[src/rtl/imem_boot_loader.sv]
// Boot loader: takes a byte stream (16-bit word count, then big-endian words), writes
// instruction memory from address 0, zero-fills the rest, then releases the CPU reset.
module imem_boot_loader #(
    parameter int ADDR_WIDTH = 8,
    parameter int DEPTH      = 256
) (
    input  logic                  clk,
    input  logic                  reset,
    input  logic                  in_valid,
    output logic                  in_ready,
    input  logic [7:0]            in_byte,
    output logic                  imem_we,
    output logic [ADDR_WIDTH-1:0] imem_addr,
    output logic [31:0]           imem_wdata,
    output logic                  cpu_reset,
    output logic                  done,
    output logic                  error
);
    typedef enum logic [2:0] {HDR_HI, HDR_LO, DATA, FILL, DONE, ERROR} state_t;

    localparam logic [ADDR_WIDTH:0] LAST_ADDR = (ADDR_WIDTH+1)'(DEPTH - 1);
    localparam logic [16:0]         DEPTH_W   = 17'(DEPTH);

    state_t                state_q, state_d;
    logic [15:0]           n_q, n_d;
    logic [ADDR_WIDTH:0]   word_cnt_q, word_cnt_d;
    logic [1:0]            byte_cnt_q, byte_cnt_d;
    logic [23:0]           shift_q, shift_d;
    logic                  in_ready_q, in_ready_d;
    logic                  we_q, we_d;
    logic [ADDR_WIDTH-1:0] addr_q, addr_d;
    logic [31:0]           wdata_q, wdata_d;
    logic                  cpu_reset_q, cpu_reset_d;
    logic                  done_q, done_d;
    logic                  error_q, error_d;
    logic                  accept;

    assign accept = in_valid && in_ready_q;

    always_comb begin
        state_d     = state_q;
        n_d         = n_q;
        word_cnt_d  = word_cnt_q;
        byte_cnt_d  = byte_cnt_q;
        shift_d     = shift_q;
        we_d        = 1'b0;
        addr_d      = addr_q;
        wdata_d     = wdata_q;
        cpu_reset_d = cpu_reset_q;
        done_d      = done_q;
        error_d     = error_q;

        case (state_q)
            HDR_HI: begin
                if (accept) begin
                    n_d     = {in_byte, 8'h00};
                    state_d = HDR_LO;
                end
            end
            HDR_LO: begin
                if (accept) begin
                    n_d = {n_q[15:8], in_byte};
                    if ({1'b0, n_d} > DEPTH_W)
                        state_d = ERROR;
                    else if (n_d == 16'd0)
                        state_d = FILL;
                    else
                        state_d = DATA;
                end
            end
            DATA: begin
                if (accept) begin
                    shift_d    = {shift_q[15:0], in_byte};
                    byte_cnt_d = byte_cnt_q + 2'd1;
                    if (byte_cnt_q == 2'd3) begin
                        we_d       = 1'b1;
                        addr_d     = word_cnt_q[ADDR_WIDTH-1:0];
                        wdata_d    = {shift_q, in_byte};
                        word_cnt_d = word_cnt_q + 1'b1;
                        if (17'(word_cnt_d) == {1'b0, n_q})
                            state_d = (17'(word_cnt_d) == DEPTH_W) ? DONE : FILL;
                    end
                end
            end
            FILL: begin
                // word_cnt_q continues from N, so fill addresses follow the data directly
                we_d       = 1'b1;
                addr_d     = word_cnt_q[ADDR_WIDTH-1:0];
                wdata_d    = 32'd0;
                word_cnt_d = word_cnt_q + 1'b1;
                if (word_cnt_q == LAST_ADDR)
                    state_d = DONE;
            end
            DONE: begin
                done_d      = 1'b1;
                cpu_reset_d = 1'b0;
            end
            ERROR: begin
                error_d     = 1'b1;
                cpu_reset_d = 1'b1;
            end
            default: state_d = HDR_HI;
        endcase

        in_ready_d = (state_d == HDR_HI) || (state_d == HDR_LO) || (state_d == DATA);
    end

    always_ff @(posedge clk) begin
        if (reset) begin
            state_q     <= HDR_HI;
            n_q         <= '0;
            word_cnt_q  <= '0;
            byte_cnt_q  <= '0;
            shift_q     <= '0;
            in_ready_q  <= 1'b0;
            we_q        <= 1'b0;
            addr_q      <= '0;
            wdata_q     <= '0;
            cpu_reset_q <= 1'b1;
            done_q      <= 1'b0;
            error_q     <= 1'b0;
        end else begin
            state_q     <= state_d;
            n_q         <= n_d;
            word_cnt_q  <= word_cnt_d;
            byte_cnt_q  <= byte_cnt_d;
            shift_q     <= shift_d;
            in_ready_q  <= in_ready_d;
            we_q        <= we_d;
            addr_q      <= addr_d;
            wdata_q     <= wdata_d;
            cpu_reset_q <= cpu_reset_d;
            done_q      <= done_d;
            error_q     <= error_d;
        end
    end

    assign in_ready   = in_ready_q;
    assign imem_we    = we_q;
    assign imem_addr  = addr_q;
    assign imem_wdata = wdata_q;
    assign cpu_reset  = cpu_reset_q;
    assign done       = done_q;
    assign error      = error_q;
endmodule

[config.mk]
export PLATFORM = sky130hd
export DESIGN_NAME = imem_boot_loader
export DESIGN_NICKNAME = d
export VERILOG_FILES = /design/src/rtl/imem_boot_loader.sv
export SDC_FILE = /design/constraint.sdc
export NUM_CORES = 1
export LEC_CHECK = 0
export CAP_MARGIN = 5
export CORE_ASPECT_RATIO = 0.9
export CORE_UTILIZATION = 55
export CTS_CLUSTER_SIZE = 16
export DETAILED_ROUTE_END_ITERATION = 7
export GPL_ROUTABILITY_DRIVEN = 0
export PLACE_DENSITY = 0.8
export SLEW_MARGIN = 25
export SYNTH_ARGS = -nofsm -noshare
export SYNTH_HDL_FRONTEND = slang
export SYNTH_SLANG_ARGS = --single-unit
export TNS_END_PERCENT = 10
[constraint.sdc]
create_clock -name clk -period 5.7 [get_ports clk]
set_clock_uncertainty 0.05 [all_clocks]
set_input_delay 1.425 -clock clk [delete_from_list [all_inputs] [get_ports clk]]
set_output_delay 1.425 -clock clk [all_outputs]
set_load 0.02 [all_outputs]
* Word level (Yosys, flattened, before mapping)
Index checks and enable logic that the tools add are counted.
** Storage, ports and cells
- Register bits :: 99
- Bits in latches :: 0
- Memory bits (writable) :: 0
- ROM bits :: 0
- Input bits :: 11
- Output and inout port bits :: 45
- Memories :: 0
** Cells by class
- $add $sub $neg :: 2
- $mul :: 0
- Divide/modulo/power cells :: 0
- $lt $le $gt $ge :: 1
- Equality and inequality tests :: 15
- Shifts and indexed selects :: 0
- Multiplexer cells :: 26
- Bitwise operators :: 1
- Reduce and logical (&&, ||, !) cells :: 14
** Operator list (number)
- two-way mux 32 bit :: 2
- one-hot mux 32 bit (2 select lines) :: 1
- one-hot mux 16 bit (2 select lines) :: 1
- two-way mux 3 bit :: 8
- two-way mux 8 bit :: 3
- two-way mux 9 bit :: 2
- one-hot mux 9 bit (2 select lines) :: 1
- equality test 9 x 16 -> 1 bit :: 1
- > comparator 16 x 9 -> 1 bit (second input constant) :: 1
- logical NOT 16 bit :: 1
- two-way mux 16 bit :: 1
- one-hot mux 8 bit (2 select lines) :: 1
- one-hot mux 3 bit (5 select lines) :: 1
- adder 9 x 1 -> 9 bit (second input constant) :: 1
- equality test 3 x 2 -> 1 bit (second input constant) :: 3
- equality test 9 x 8 -> 1 bit (second input constant) :: 1
- equality test 9 bit (second input constant) :: 1
- AND reduction 3 bit :: 3
- inequality test 2 bit (second input constant) :: 4
- equality test 3 x 1 -> 1 bit (second input constant) :: 2
- equality test 3 bit (second input constant) :: 2
- logical NOT 3 bit :: 2
- nonzero test 2 bit :: 3
- one-hot mux 1 bit (2 select lines) :: 2
- other kinds (8) :: 11

* Depth between registers and ports, before layout
Gate-level depths: netlist of the first run.
- Depth after elaboration :: 10
- Gate-level depth with buffers :: 12

* Least setup slack after synthesis of the first run
No wires, ideal clock.
- Path kind :: input port to flip-flop
- Start :: input port in_byte[0]
- End :: register in_ready_q, in the netlist in_ready
- Setup time :: 0.117 ns
- Data arrival time :: 2.623 ns
- Data required time :: 5.533 ns
- Slack :: 2.911 ns
- Stages :: 6
- Cells stage by stage :: nor4_1 -> a21boi_1 -> o31a_1 -> or3_1 -> o211ai_1 -> nor2_1
** Between the ends
- Cells in the longest elaborated chain, start to end :: 8
- Elaborated cells between the ends (all ways) :: 11
- Classes of those cells :: 1 x order compare; 2 x eq/ne; 4 x mux; 4 x reduce/logical
** RTL lines
- start: declaration :: RTL line 11 : input logic [7:0] in_byte,
- parallel branches: the longest is 2 deep, another holds > comparator 16 x 9 -> 1 bit
- two-way mux 3 bit * :: RTL line 63 : if ({1'b0, n_d} > DEPTH_W)
- two-way mux 3 bit * :: RTL line 61 : if (accept) begin
- one-hot mux 3 bit (5 select lines) * :: RTL line 53 : case (state_q)
- equality test 3 x 1 -> 1 bit or logical NOT 3 bit (tied branches) :: RTL line 105 : in_ready_d = (state_d == HDR_HI) || (state_d == HDR_LO) || (state_d == DATA);
- logical OR 1 bit :: RTL line 105
- logical OR 1 bit * :: RTL line 105
- end signal: assignment :: RTL line 128 : in_ready_q <= in_ready_d;
- end: declaration :: RTL line 29 : logic in_ready_q, in_ready_d;
Mark *: on every way between the ends.
A chain may end at the register's enable or synchronous reset.

* Worst setup path after layout of the first run
- Start :: input port in_valid
- End :: register in_ready_q, in the netlist in_ready
** Between the ends
- Cells in the longest elaborated chain, start to end :: 6
- Elaborated cells between the ends (all ways) :: 10
- Classes of those cells :: 2 x eq/ne; 4 x mux; 4 x reduce/logical
** RTL lines
- start: declaration :: RTL line 9 : input logic in_valid,
- logical AND 1 bit * :: RTL line 38 : assign accept = in_valid && in_ready_q;
- two-way mux 3 bit, on equally long branches :: RTL line 72, 55, 61
- one-hot mux 3 bit (5 select lines) * :: RTL line 53
- equality test 3 x 1 -> 1 bit or logical NOT 3 bit (tied branches) :: RTL line 105
- logical OR 1 bit :: RTL line 105
- logical OR 1 bit * :: RTL line 105
Every way passes the cells marked *; elsewhere a longest branch is shown, timed or not.

==> out/results.ini, run 1 <==
[worst_setup_path]
crit_type=in -> reg
cp-end-kind=flop
cp-start-kind=primary input
arrival_ns=3.56
cp_max_fo=17
required_ns=5.91

[floorplanning]
die_h_um=82.51
rows=28
core-area_um2=6761
die_w_um=91.46
start_util_pct=58.59
dieArea_um2=7546
io_pins=56

[sta]
fmax_mhz=298.9
hold_violations=0
drv_slew=0
tns_ns=0
tightest_slew_ns=1.028
setup_violations=0
whs_ns=0.4046
min_period_ns=3.345
finalCritPeriodShare_pct=58.69
max_slew_margin_pct=31.47
rsz0062_at_grt=no

[route]
num_vias=3490
wirelength_um=8688
postRouteAntennaNets=0
wire_per_inst_um=13.66
drc=0
first_iter_violations=254
dr.pass1.iters=5
avgViaCountPerCell=5.487

[placement]
dp_hpwl_um=5801
place_inst=620
portBuffers=55

[cts]
cts_sinks=99
postCtsSetupRepairBufs=0
cts_buffer_depth=2
cts_resized=0
ctsHoldBuffers=0
clk-insertion-delay-late_ns=0.36
cts-buffers-inserted=9
cts_tree=built
htree_levels=3
root_buffer=clkbuf_8
path_clk_slew_ns=0.09

[cells_and_area]
final_cells=636
multiInputGateArea_um2=1826
fill_cells=548
regArea_um2=1982
diodes=0
num-nets-final=555
syn_to_final_growth_pct=18.13
drive_gt1_share_pct=4.762
final_util_pct=69.21

[synthesis]
synth_cell_type_count=42
syn-cell-area_um2=3961
synth_fp_nets=520
synth_cells=506
postSynthAreaPerCell_um2=7.829
synth_seq_cells=99
synth-seq-area-share_pct=50.03
yosys_most_used_dff=dfxtp_1
yosysWarnings=0
synth-edff-count=0
synthArstFlopShare_pct=0

[global_route]
grt_pass1_wl_um=14380
grt_use_total_pct=24.23
gr-total-overflow=0
grt_pass1_vias=3031
grt_max_degree=68
grt_antenna_before_repair=0

[power]
p_per_area_nw_per_um2=250.9
leakagePower_uw=0.001563
peakVddDrop_mv=0.1441

[status]
status=finished clean

[worst_hold_path]
hp-class=reg -> reg

[flow_run]
drv_cap=0

## area by class of cell
class | instances | area share [%]
clock buffers | 11 | 2.807
clock inverters | 5 | 0.8021
inverters | 4 | 0.3209
multi-input cells | 368 | 39.01
flip-flops and latches | 99 | 42.35
well taps | 90 | 2.406
repair buffers | 59 | 12.30
## worst paths after layout
kind / slack (ns) / startpoint / to / cells after the start
setup / recovery: 2.35 / in_valid / in_ready / 6
hold / removal: 0.40 / imem_addr[5] / imem_addr[5] / 2
setup reg to reg: 2.87 / word_cnt_q[0] / state_q[2] / 11
hold reg to reg: 0.40 / imem_addr[5] / imem_addr[5] / 2
## worst max-delay path, cell delays in order
cell and delay [ns]:
clkdlybuf4s50_1 0.62, nand3_1 0.46, nor2_1 0.61, a31oi_1 0.13, o211ai_1 0.25, nor2_1 0.05
## sequential cells by signal, indices dropped and copies added, names as in the netlist, 2 cells and up
signal,flops
byte_cnt_q,2
imem_addr,8
imem_wdata,32
n_q,16
shift_q,24
state_q,3
word_cnt_q,9
## power breakdown
group          total [uW]  switching [uW]  internal [uW]
logic                64.0            41.3           22.7
registers             711            11.6            699
clock network         399             239            161
## cells by family after synthesis
kind of cell	after synthesis	synth area share, %
flip-flops	99	50.03
adder cells (fa/ha/maj)	3	0.9477
AO/OA/AOI/OAI	119	16.08
XOR/XNOR	16	3.538
buffers and inverters	39	4.200
AND/OR/NAND/NOR	230	25.21
## cells in the final DEF, fill, tap and decap left out, types with 5 or more instances in the layout
cell type / Yosys / layout
a21oi_1: 92 / 92
and3_1: 5 / 5
clkbuf_8: 0 / 9
clkdlybuf4s50_1: 0 / 54
dfxtp_1: 99 / 99
nand2_1: 159 / 159
nand3_1: 14 / 13
nor2_1: 19 / 19
nor4_1: 5 / 5
o21ai_0: 13 / 13
xnor2_1: 8 / 8
xor2_1: 8 / 8
## per-layer routing
| metal | global-route usage [%] | share of wire, % | vias to the layer above | wire [um] |
|---|---|---|---|---|
| met5 | 0 | 0 | - | 0 |
| met2 | 37.74 | 45 | 111 | 3897 |
| li1 | - | - | 1759 | - |
| met4 | 7.460 | 1.3 | 0 | 111 |
| met3 | 4.945 | 5.4 | 13 | 466 |
| met1 | 34.04 | 48 | 1607 | 4212 |
## cells in the mapped netlist, types with 3 or more instances
cell      count  area, um2
a21oi_1      92      460.4
or3_1         3      18.77
clkbuf_1     28      105.1
xnor2_1       8      70.07
nor2_1       19      71.32
nor4_1        5      31.28
nor3_1        5      25.02
buf_2         3      15.01
nand3_1      14      70.07
inv_1         4      15.01
o21ai_0      13      65.06
dfxtp_1      99       1982
ha_1          3      37.54
xor2_1        8      70.07
nand2_1     159      596.8
nand4_1       4      25.02
and3_1        5      31.28
## per-stage QoR
step | total power (uW) | instance area, um2 | setup slack, ns
floorplan | 764.4 | 3961 | 2.911
global placement | 787.2 | 4498 | 2.123
detailed placement | 788.5 | 4501 | 2.098
CTS | 1178 | 4669 | 2.475
global route | 1217 | 4679 | 2.163
finish | 1174 | 4679 | 2.355
Note: power is estimated with default switching activity, not from simulation.
==> run 2, diff against run 1 <==
- CORE_UTILIZATION: 55 -> 49
- PLACE_DENSITY: 0.8 -> 0.76
- clock period: 5.7 -> 2.82 ns (I/O delays scaled with it)
==> run 2 against run 1 <==
Combinational power rose by 150%. Largest power group unchanged. Sequential share of layout area down 1.3 points. First-iteration DRC count is 8.3% lower. Setup slack got worse by 2.1 ns.
==> out/results.ini, run 2 (synthesis results as in run 1) <==
[cells_and_area]
num-nets-final=571  ; +2.9%
diodes=0  ; unchanged
regArea_um2=1983  ; about the same
largest_reg_flops=32  ; unchanged
multiInputGateArea_um2=1819  ; -0.34%
final_cell_mix=159 x nand2_1, 98 x dfxtp_1, 92 x a21oi_1, 54 x clkdlybuf4s50_1, 20 x buf_4
fill_cells=675  ; +23%
mostFrequentLayoutCell=nand2_1
syn_to_final_growth_pct=22.05
drive_gt1_share_pct=7.473  ; +2.7 points

[global_route]
grt_pass1_wl_um=15990  ; +11%
grt_antenna_before_repair=0  ; unchanged
grt_max_degree=41  ; -40%
grt_pass1_vias=3378  ; +11%
gr-total-overflow=0  ; unchanged
grt_use_total_pct=23.29  ; -0.93 points

[cts]
cts_resized=0  ; unchanged
cts-buffers-inserted=9  ; unchanged
cts_tree=built
root_buffer=clkbuf_8
cts_buffer_depth=2  ; unchanged
cts_sinks=99  ; unchanged
clk-insertion-delay-late_ns=0.36  ; about the same
postCtsSetupRepairBufs=0  ; unchanged
htree_levels=3  ; unchanged
ctsHoldBuffers=0  ; unchanged
path_clk_slew_ns=0.09  ; about the same

[sta]
hold_violations=0  ; unchanged
rsz0062_at_grt=no
whs_ns=0.4026  ; -0.001981 ns
drv_slew=0  ; unchanged
tns_ns=0  ; unchanged
max_slew_margin_pct=65.72  ; +34 points
min_period_ns=2.563
setup_violations=0  ; unchanged
fmax_mhz=390.1
tightest_slew_ns=0.5130  ; -0.5150 ns
finalCritPeriodShare_pct=90.90

[worst_setup_path]
cp_cell_sequence=ha_1 > and2_4 > nand2_1 > nor2_1 > ha_1 > xor2_1 > nand4_1 > nor4_2 > nand4_2 > o311ai_1 > and3_1
r2r_setup_slack_ns=0.26  ; -2.61 ns
reg2reg_depth=11  ; unchanged
required_ns=3.07  ; -2.84 ns
crit_top_cell=ha_1
cp-end-kind=flop
crit_path_top_delay_cell=dfxtp_1
reg2reg_from=word_cnt_q[1]
r2r-end=state_q[2]
cp-start-kind=flop
arrival_ns=2.81  ; -0.75 ns
cp_top_family=simple AND/OR/NAND/NOR gates
cp_max_fo=7  ; -10
cpPeakStageDelay_ns=0.40  ; -0.22 ns
crit_type=reg -> reg
cp_num_buf_inv=0  ; -1

[floorplanning]
start_util_pct=51.48  ; -7.1 points
die_h_um=87.30  ; +5.8%
dieArea_um2=8448  ; +12%
die_w_um=96.78  ; +5.8%
rows=30  ; +7.1%
core-area_um2=7695  ; +14%
io_pins=56  ; unchanged

[route]
num_vias=3583  ; +2.7%
postRouteAntennaNets=0  ; unchanged
drc=0  ; unchanged
dr.pass1.iters=5  ; unchanged
avgViaCountPerCell=5.445  ; -0.77%
first_iter_violations=233  ; -8.3%
wirelength_um=9283  ; +6.8%
wire_per_inst_um=14.11  ; +3.3%

[power]
peakVddDrop_mv=0.4134  ; +190%
p_per_area_nw_per_um2=517.1  ; +110%
leakagePower_uw=0.001658  ; +6.1%

[worst_hold_path]
worstHoldStart=imem_addr[6]
worstHoldEndpoint=imem_addr[6]
hp-class=reg -> reg
hold_depth=2  ; unchanged

[placement]
portBuffers=55  ; unchanged
dp_hpwl_um=6269  ; +8.1%

[status]
status=finished clean

[flow_run]
drv_cap=0  ; unchanged

## run 2: through the flow
stage                     power (uW)  utilization (%)  instances  area (um2)  worst slack (ns)
after global routing            2588            62.83        658        4835           0.01767
after floorplan                 1545                -        506        3961            0.3927
after global placement          1610            60.11        642        4626            0.1158
after CTS                       2516            62.73        658        4827            0.1794
final                           2500            62.83        658        4835            0.2567
after detailed placement        1614            60.11        642        4626           0.09908
## run 2: area by class of cell
| cell class | instances | area share [%] |
|---|---|---|
| clock buffer | 11 | 2.924 |
| clock inverter | 5 | 1.242 |
| inverter | 4 | 0.3106 |
| multi-input combinational | 368 | 37.63 |
| sequential | 99 | 41.02 |
| tap | 96 | 2.484 |
| timing repair buffer | 75 | 14.39 |
## run 2: power by group
| part | switching (uW) | internal (uW) | leakage, uW | total, uW |
|---|---|---|---|---|
| clock network | 477 | 438 | 0.0000999 | 915 |
| logic | 96.7 | 60.3 | 0.000759 | 157 |
| registers | 14.8 | 1410 | 0.000799 | 1430 |
| total | 588 | 1910 | 0.00166 | 2500 |
## run 2: worst max path at each step
stage,startpoint,endpoint,slack (ns),cells past startpoint
after floorplan,word_cnt_q[0],state_q[2],0.39,12
after global placement,in_byte[0],in_ready,0.12,7
after detailed placement,in_byte[0],in_ready,0.1,7
after CTS,word_cnt_q[0],state_q[2],0.18,11
after global routing,word_cnt_q[1],state_q[2],0.02,11
final,word_cnt_q[1],state_q[2],0.26,11
## run 2: tightest hold or removal path, delay by kind of cell, from the launching register on
| family | cells | cell delay [ns] |
|---|---|---|
| DFF | 1 | 0.32 |
| and+or+nand+nor | 1 | 0.05 |
| AOI/OAI and AO/OA | 1 | 0.05 |
## run 2: metal layers
metal  share of wire (%)  GRT usage [%]  routed length, um
met1                  48          32.08               4501
met2                  45          37.00               4165
met3                 5.7          4.815                525
met4                0.96          7.056                 89
met5                   0              0                  0
==> run 3, diff against run 2 <==
- CTS_CLUSTER_DIAMETER: unset -> 60
==> results of run 3 <==
The final DEF is identical to that of run 2; final timing and power are the same.
